==> config.mk <==
export PLATFORM = sky130hd
export DESIGN_NAME = t05_htree_builder
export DESIGN_NICKNAME = d
export VERILOG_FILES = /design/src/rtl/t05_htree_pkg.sv /design/src/rtl/t05_htree_builder.sv
export SDC_FILE = /design/constraint.sdc
export NUM_CORES = 1
export LEC_CHECK = 0
export ABC_CLOCK_PERIOD_IN_PS = 4900
export CELL_PAD_IN_SITES_DETAIL_PLACEMENT = 1
export CELL_PAD_IN_SITES_GLOBAL_PLACEMENT = 2
export CORE_AREA = 2 2 135 137
export CTS_BUF_LIST = sky130_fd_sc_hd__clkbuf_8
export CTS_CLUSTER_DIAMETER = 200
export CTS_CLUSTER_SIZE = 10
export DETAILED_ROUTE_END_ITERATION = 6
export DIE_AREA = 0 0 137 139
export PLACE_DENSITY_LB_ADDON = 0.1
export SYNTH_ARGS = -nofsm -noshare
export SYNTH_HDL_FRONTEND = slang
export SYNTH_SLANG_ARGS = --single-unit
==> constraint.sdc <==
create_clock -name clk -period 4.9 [get_ports clk]
set_input_delay 0.98 -clock clk [delete_from_list [all_inputs] [get_ports clk]]
set_output_delay 0.98 -clock clk [all_outputs]
set_load 0.02 [all_outputs]
==> src/rtl/t05_htree_pkg.sv <==
// Shared types and helpers for the Huffman tree-node builder.
// Helpers take widths as arguments so one package serves every parameterisation.
package t05_htree_pkg;

  typedef enum logic [2:0] {
    ST_IDLE, ST_WR_NODE, ST_RD_C1, ST_WR_C1, ST_RD_C2, ST_WR_C2, ST_DONE, ST_ERR
  } htree_state_t;

  localparam logic [8:0] HTREE_NONE_CODE = 9'h180;

  // MSB set marks a sum node, except the reserved "no child" code.
  function automatic logic is_sum_node(input logic [31:0] code, input int unsigned char_w,
                                       input logic [31:0] none_code);
    return (((code >> (char_w - 1)) & 32'd1) != 32'd0) && (code != none_code);
  endfunction

  function automatic logic [127:0] pack_node(input logic [127:0] idx, input logic [127:0] c1,
                                             input logic [127:0] c2, input logic [127:0] sum,
                                             input int unsigned char_w, input int unsigned sum_w);
    return (idx << (2 * char_w + sum_w)) | (c1 << (char_w + sum_w)) | (c2 << sum_w) | sum;
  endfunction

endpackage

==> src/rtl/t05_htree_builder.sv <==
// Tree-node builder: writes each accepted merge as a new node, then read-modify-writes
// any sum-node children to null their sum field.
module t05_htree_builder
  import t05_htree_pkg::*;
#(
  parameter int unsigned CHAR_W    = 9,
  parameter int unsigned IDX_W     = 7,
  parameter int unsigned SUM_W     = 46,
  parameter int unsigned MAX_NODES = 128,
  parameter logic [CHAR_W-1:0] NONE_CODE = HTREE_NONE_CODE,
  localparam int unsigned RD_W   = 2 * CHAR_W + SUM_W,
  localparam int unsigned NODE_W = IDX_W + RD_W
) (
  input  logic              clk,
  input  logic              rst,
  input  logic              en,
  input  logic              in_valid,
  output logic              in_ready,
  input  logic [CHAR_W-1:0] least1,
  input  logic [CHAR_W-1:0] least2,
  input  logic [SUM_W-1:0]  sum,
  output logic              mem_req,
  output logic              mem_we,
  output logic [IDX_W-1:0]  mem_addr,
  output logic [NODE_W-1:0] mem_wdata,
  input  logic [RD_W-1:0]   mem_rdata,
  input  logic              mem_ack,
  output logic [IDX_W:0]    node_count,
  output logic              node_done,
  output logic              tree_done,
  output logic              err
);

  htree_state_t      state_q, state_d;
  logic [IDX_W:0]    cnt_q, cnt_d;
  logic [CHAR_W-1:0] c1_q, c1_d, c2_q, c2_d;
  logic [SUM_W-1:0]  sum_q, sum_d;
  logic [RD_W-1:0]   rd_q, rd_d;
  logic              node_done_q, node_done_d, tree_done_q, tree_done_d, err_q, err_d;

  logic ack, c1_sum, c2_sum;
  logic [127:0] node_full;
  logic unused_hi;

  assign ack    = mem_ack && mem_req;
  assign c1_sum = is_sum_node(32'(c1_q), CHAR_W, 32'(NONE_CODE));
  assign c2_sum = is_sum_node(32'(c2_q), CHAR_W, 32'(NONE_CODE));

  always_comb begin
    state_d     = state_q;
    cnt_d       = cnt_q;
    c1_d        = c1_q;
    c2_d        = c2_q;
    sum_d       = sum_q;
    rd_d        = rd_q;
    node_done_d = 1'b0;
    tree_done_d = tree_done_q;
    err_d       = err_q;
    // Dropping en abandons any outstanding SRAM transaction, even one acked this cycle.
    if (!en) begin
      state_d     = ST_IDLE;
      cnt_d       = '0;
      tree_done_d = 1'b0;
      err_d       = 1'b0;
    end else begin
      case (state_q)
        ST_IDLE: if (in_valid) begin
          c1_d  = least1;
          c2_d  = least2;
          sum_d = sum;
          if (sum == '0) begin
            state_d     = ST_DONE;
            tree_done_d = 1'b1;
          end else if (cnt_q == (IDX_W+1)'(MAX_NODES)) begin
            state_d = ST_ERR;
            err_d   = 1'b1;
          end else begin
            state_d = ST_WR_NODE;
          end
        end
        ST_WR_NODE: if (ack) begin
          cnt_d = cnt_q + (IDX_W+1)'(1);
          if (c1_sum)      state_d = ST_RD_C1;
          else if (c2_sum) state_d = ST_RD_C2;
          else begin
            state_d     = ST_IDLE;
            node_done_d = 1'b1;
          end
        end
        ST_RD_C1: if (ack) begin
          rd_d    = mem_rdata;
          state_d = ST_WR_C1;
        end
        ST_WR_C1: if (ack) begin
          if (c2_sum) state_d = ST_RD_C2;
          else begin
            state_d     = ST_IDLE;
            node_done_d = 1'b1;
          end
        end
        ST_RD_C2: if (ack) begin
          rd_d    = mem_rdata;
          state_d = ST_WR_C2;
        end
        ST_WR_C2: if (ack) begin
          state_d     = ST_IDLE;
          node_done_d = 1'b1;
        end
        default: ;
      endcase
    end
  end

  always_ff @(posedge clk or posedge rst) begin
    if (rst) begin
      state_q     <= ST_IDLE;
      cnt_q       <= '0;
      c1_q        <= '0;
      c2_q        <= '0;
      sum_q       <= '0;
      rd_q        <= '0;
      node_done_q <= 1'b0;
      tree_done_q <= 1'b0;
      err_q       <= 1'b0;
    end else begin
      state_q     <= state_d;
      cnt_q       <= cnt_d;
      c1_q        <= c1_d;
      c2_q        <= c2_d;
      sum_q       <= sum_d;
      rd_q        <= rd_d;
      node_done_q <= node_done_d;
      tree_done_q <= tree_done_d;
      err_q       <= err_d;
    end
  end

  // Memory port is a pure decode of registered state, so it holds steady through ack stalls.
  always_comb begin
    mem_req   = 1'b0;
    mem_we    = 1'b0;
    mem_addr  = '0;
    node_full = '0;
    case (state_q)
      ST_WR_NODE: begin
        mem_req   = 1'b1;
        mem_we    = 1'b1;
        mem_addr  = cnt_q[IDX_W-1:0];
        node_full = pack_node(128'(cnt_q[IDX_W-1:0]), 128'(c1_q), 128'(c2_q), 128'(sum_q),
                              CHAR_W, SUM_W);
      end
      ST_RD_C1: begin
        mem_req  = 1'b1;
        mem_addr = c1_q[IDX_W-1:0];
      end
      ST_WR_C1: begin
        mem_req   = 1'b1;
        mem_we    = 1'b1;
        mem_addr  = c1_q[IDX_W-1:0];
        node_full = pack_node(128'(c1_q[IDX_W-1:0]), 128'(rd_q[RD_W-1 -: CHAR_W]),
                              128'(rd_q[SUM_W +: CHAR_W]), 128'(0), CHAR_W, SUM_W);
      end
      ST_RD_C2: begin
        mem_req  = 1'b1;
        mem_addr = c2_q[IDX_W-1:0];
      end
      ST_WR_C2: begin
        mem_req   = 1'b1;
        mem_we    = 1'b1;
        mem_addr  = c2_q[IDX_W-1:0];
        node_full = pack_node(128'(c2_q[IDX_W-1:0]), 128'(rd_q[RD_W-1 -: CHAR_W]),
                              128'(rd_q[SUM_W +: CHAR_W]), 128'(0), CHAR_W, SUM_W);
      end
      default: ;
    endcase
  end

  assign mem_wdata  = node_full[NODE_W-1:0];
  assign unused_hi  = ^node_full[127:NODE_W];
  assign in_ready   = (state_q == ST_IDLE) && en;
  assign node_count = cnt_q;
  assign node_done  = node_done_q;
  assign tree_done  = tree_done_q;
  assign err        = err_q;

endmodule

==> summary.md <==
| Metric | Value |
|---|---|
| Width of the die | roughly 140 um |
| Slew Viols, Final | 0 |
| Tot Pwr | just over 4000 uW |
| M3 GR Usage | 5.775% |
| Worst Hold Path EP | rd_q[59] |
| Most frequent cells in the layout | 178 x clkdlybuf4s50_1, 96 x dfrtp_1, 72 x mux2_2 |
| Power per standard cell area | between 500 and 600 nW/um^2 |
| Area growth from synthesis to layout | 44.80% |
| Final hold vios | 0 |
| Xor/xnor share of the synthesized area | ~1.1% |
| Register area share after synthesis | about half |
| Post-Syn Area per Cell | roughly 12 sq um |
| Inserted Diodes | 0 |
| # DRC | 0 |
| Compound-gate portion of the synthesized area | between 9 and 10% |
| Synth cell types | 47 |
| First-pass GRT wire length | 24,780 um |
| CP peak stage delay | a little under 800 ps |
| H-tree Lvls | 3 |
| Routed vias/inst | just under 5 |
| Worst R2R End | rd_q[63] |
| Final std cells w/o fill | between 800 and 900 |
| Clock Pin Slew Worst Setup and Hold Paths | 100 ps |
| Post-Synth Simple-Gate Area | around 15% |
| Critical path origin | state_q[1] |
| Pre-CTS WS | 1123 ps |
| CP max FO | 28 |
| Hold Crit Class | reg2reg |
| Final setup vio count | 0 |
| Hold buffer count at CTS | 0 |
| Status | complete, no violations |
| GRT overflow | 0 |
| Flop2flop setup slack | just under 2000 ps |
| Area post-placement | roughly 6900 sq um |
| Largest family of logic cells by synthesized area | multiplexers |
| RSZ-0062 raised after global routing | false |
| Internal power | ~2500 uW |
| Placed Instances | slightly above 800 |
| Peak VDD IR | roughly 0.20 mV |
| Post-Route WL | about 16,000 um |
| Post-synthesis adder-cell area fraction | 0.5135% |
| Arrival time worst endpoint | between 3000 and 4000 ps |
| Combinational share of power | a little over half |
| Routed length per instance | around 19 um |
| Full die area | approximately 19,000 sq um |
| Switching power total | around 1600 uW |
| Initial DRC count | ~110 |
| CTS Sinks | 96 |
| Busiest grt layer | met2 |
| Gp weighted congestion | between 0.7 and 0.8 |
| CP Buf/Inv Count | 2 |
| Antenna violations before repair | 0 |
| Final HPWL DP | between 10,000 and 15,000 um |
| Initial Util | between 20% and 30% |
| Clock share of power | between 10% and 20% |
| Reg2reg start | state_q[1] |
| Met2 usage | between 20% and 30% |
| Vias in the first global route | around 4,400 |
| Critical Path End Type | primary output |
| Fin crit period | 4205 ps |
| Hold Crit Start | rd_q[59] |
| Worst path slowest cell | dfrtp_1 |
| Post-CTS setup buffers | 0 |
| Worst slew pin tran | roughly 1100 ps |
| Gate Count Post-Synth | between 400 and 500 |
| Final #Nets | roughly 720 |
| Clk_skew | 12.09 ps |
| I/O pins | approximately 230 |
| Share of post-route cells with drive strength above 1 | about 18% |
| CTS tree | yes |
| Leakage Power | between 0.002 and 0.003 uW |
| Hold Path Cell Cnt | 1 |
| Reg power frac | 34.4% |
| Design Area, Final | 7057 sq um |
| CP Cell Sequence | nor2b_1, nor2_1, nor2b_1, buf_4, a22o_1, clkdlybuf4s50_1 |
| M1 GR Usage | 21.34% |
| Worst R2R Path Depth | 4 |
| CP delay by family, top | simple AND/OR/NAND/NOR gates |
| Final antenna-violating net count | 0 |
| Placeable Area | approximately 18,000 sq um |
| Leading cell type in the layout, fill and taps excluded | clkdlybuf4s50_1 |
| Worst-Skew Late Latency | ~380 ps |
| Syn. warnings | 0 |
| CP Data Required Time | approximately 4000 ps |
| Proportion of synthesized area in mux cells | about a fifth |
| Largest net degree at the start of global routing | 65 |
| Kind of critical path | reg2out |
| Crit start category | flop |
| CTS Buffer Depth | 2 |
| Slew margin rel. | about 28% |
| Setup TNS | 0 ps |
| Final Cycle Share | ~86% |
| Post-synthesis cell area | around 5000 sq um |
| Total track usage | between 10% and 20% |
| WP depth | 6 |
| Via count | ~4,000 |
| Die Y | roughly 140 um |
| Max-Cap Viols | 0 |
| Root buf cell | clkbuf_8 |
| Drt first pass iters | 4 |
| FP Rows | 49 |
| Post-cts repair resize count | 0 |
| Fmax | 0.2378 GHz |
| Yosys reg bits | 96 |
| Final worst setup slack | approximately 690 ps |
| Sw Share | 39.84% |
| Crit path top cell by count | nor2b_1 |
| Synthesized Nets | 556 |
| CTS Buf Count | 9 |
| PortBufs | between 150 and 200 |
-- kinds of logic after synthesis --
group	Yosys count
flops	96
compound gates	64
mux	89
simple gates	126
buf+inv	38
fa+ha+maj	2
xor+xnor	6
-- layout make-up --
type	instances	area [sq um]
clock buffer	10	137.6
fill	1923	10600
tap	229	286.5
timing repair buffer	186	1842
multi-input combinational	287	2310
inverter	9	36.28
sequential	96	2402
clock inverter	6	42.54
-- worst max path at each step --
stage,endpoint
floorplan,c1_q[0]
global placement,in_ready
finish,mem_wdata[49]
global route,mem_wdata[48]
detailed placement,mem_wdata[48]
CTS,mem_wdata[48]
-- power by group through the flow --
stage	registers, uW	clock network, uW	logic, uW
finish	1420	507	2200
CTS	1430	528	2240
global route	1480	554	2380
detailed placement	1450	0	2230
global placement	1430	0	2200
floorplan	1310	0	1370
-- metal layers --
| metal | share of wire (%) | wire length (um) |
|---|---|---|
| met1 | 42 | 6561 |
| met3 | 8.6 | 1341 |
| met5 | 0 | 0 |
| met4 | 1.3 | 211 |
| met2 | 48 | 7567 |
-- cell usage after synthesis, drive strengths merged --
library cell  instances  area (sq um)
a2111oi               2         30.03
a211o                 2         17.52
a211oi                3         22.52
a21oi                 4         20.02
a22o                 18         157.7
a22oi                 7         52.55
a311o                 1         10.01
a31oi                 1         6.260
a32oi                 1         8.760
and2                 55         344.1
buf                  14         78.83
clkbuf               15         56.30
dfrtp                96          2402
ha                    2         25.02
inv                   9         33.78
mux2                 82         923.4
mux2i                 7         70.07
nand2                18         67.56
nand3                 6         30.03
nand4                 4         25.02
nand4bb               2         22.52
nor2                 10         37.54
nor2b                 4         25.02
nor3                  2         21.27
nor3b                 1         7.510
nor4                 15         93.84
nor4b                 2         23.77
o2111ai               1         8.760
o211ai                1         7.510
o21a                  1         7.510
o21ai                17         85.08
o311a                 1         10.01
o311ai                1         8.760
o31ai                 1         7.510
o32a                  1         10.01
o32ai                 1         8.760
or3                   3         18.77
or4                   2         15.01
or4b                  2         20.02
xnor2                 5         43.79
xor2                  1         8.760
-- flip-flops by register name, summed over array words and instances (netlist names) --
register	flops
rd_q	18
sum_q	46
c2_q	9
tree_done	1
c1_q	9
state_q	3
err	1
node_count	8
node_done	1
-- worst register-to-register path: stages, from the launching register on --
cell	delay (ps)
dfrtp_1	790
nor2b_1	660
nor2_1	200
nor3_4	750
mux2_2	430
-- per-stage QoR --
stage | hold slack, ps | utilization [%]
4_1_cts | 498.7 | 39.97
2_1_floorplan | 459.0 | -
5_1_grt | 518.3 | 39.97
6_report | 494.0 | 39.97
3_3_place_gp | 471.6 | 38.95
3_5_place_dp | 477.1 | 38.95
Note: power is estimated with default switching activity, not from simulation.
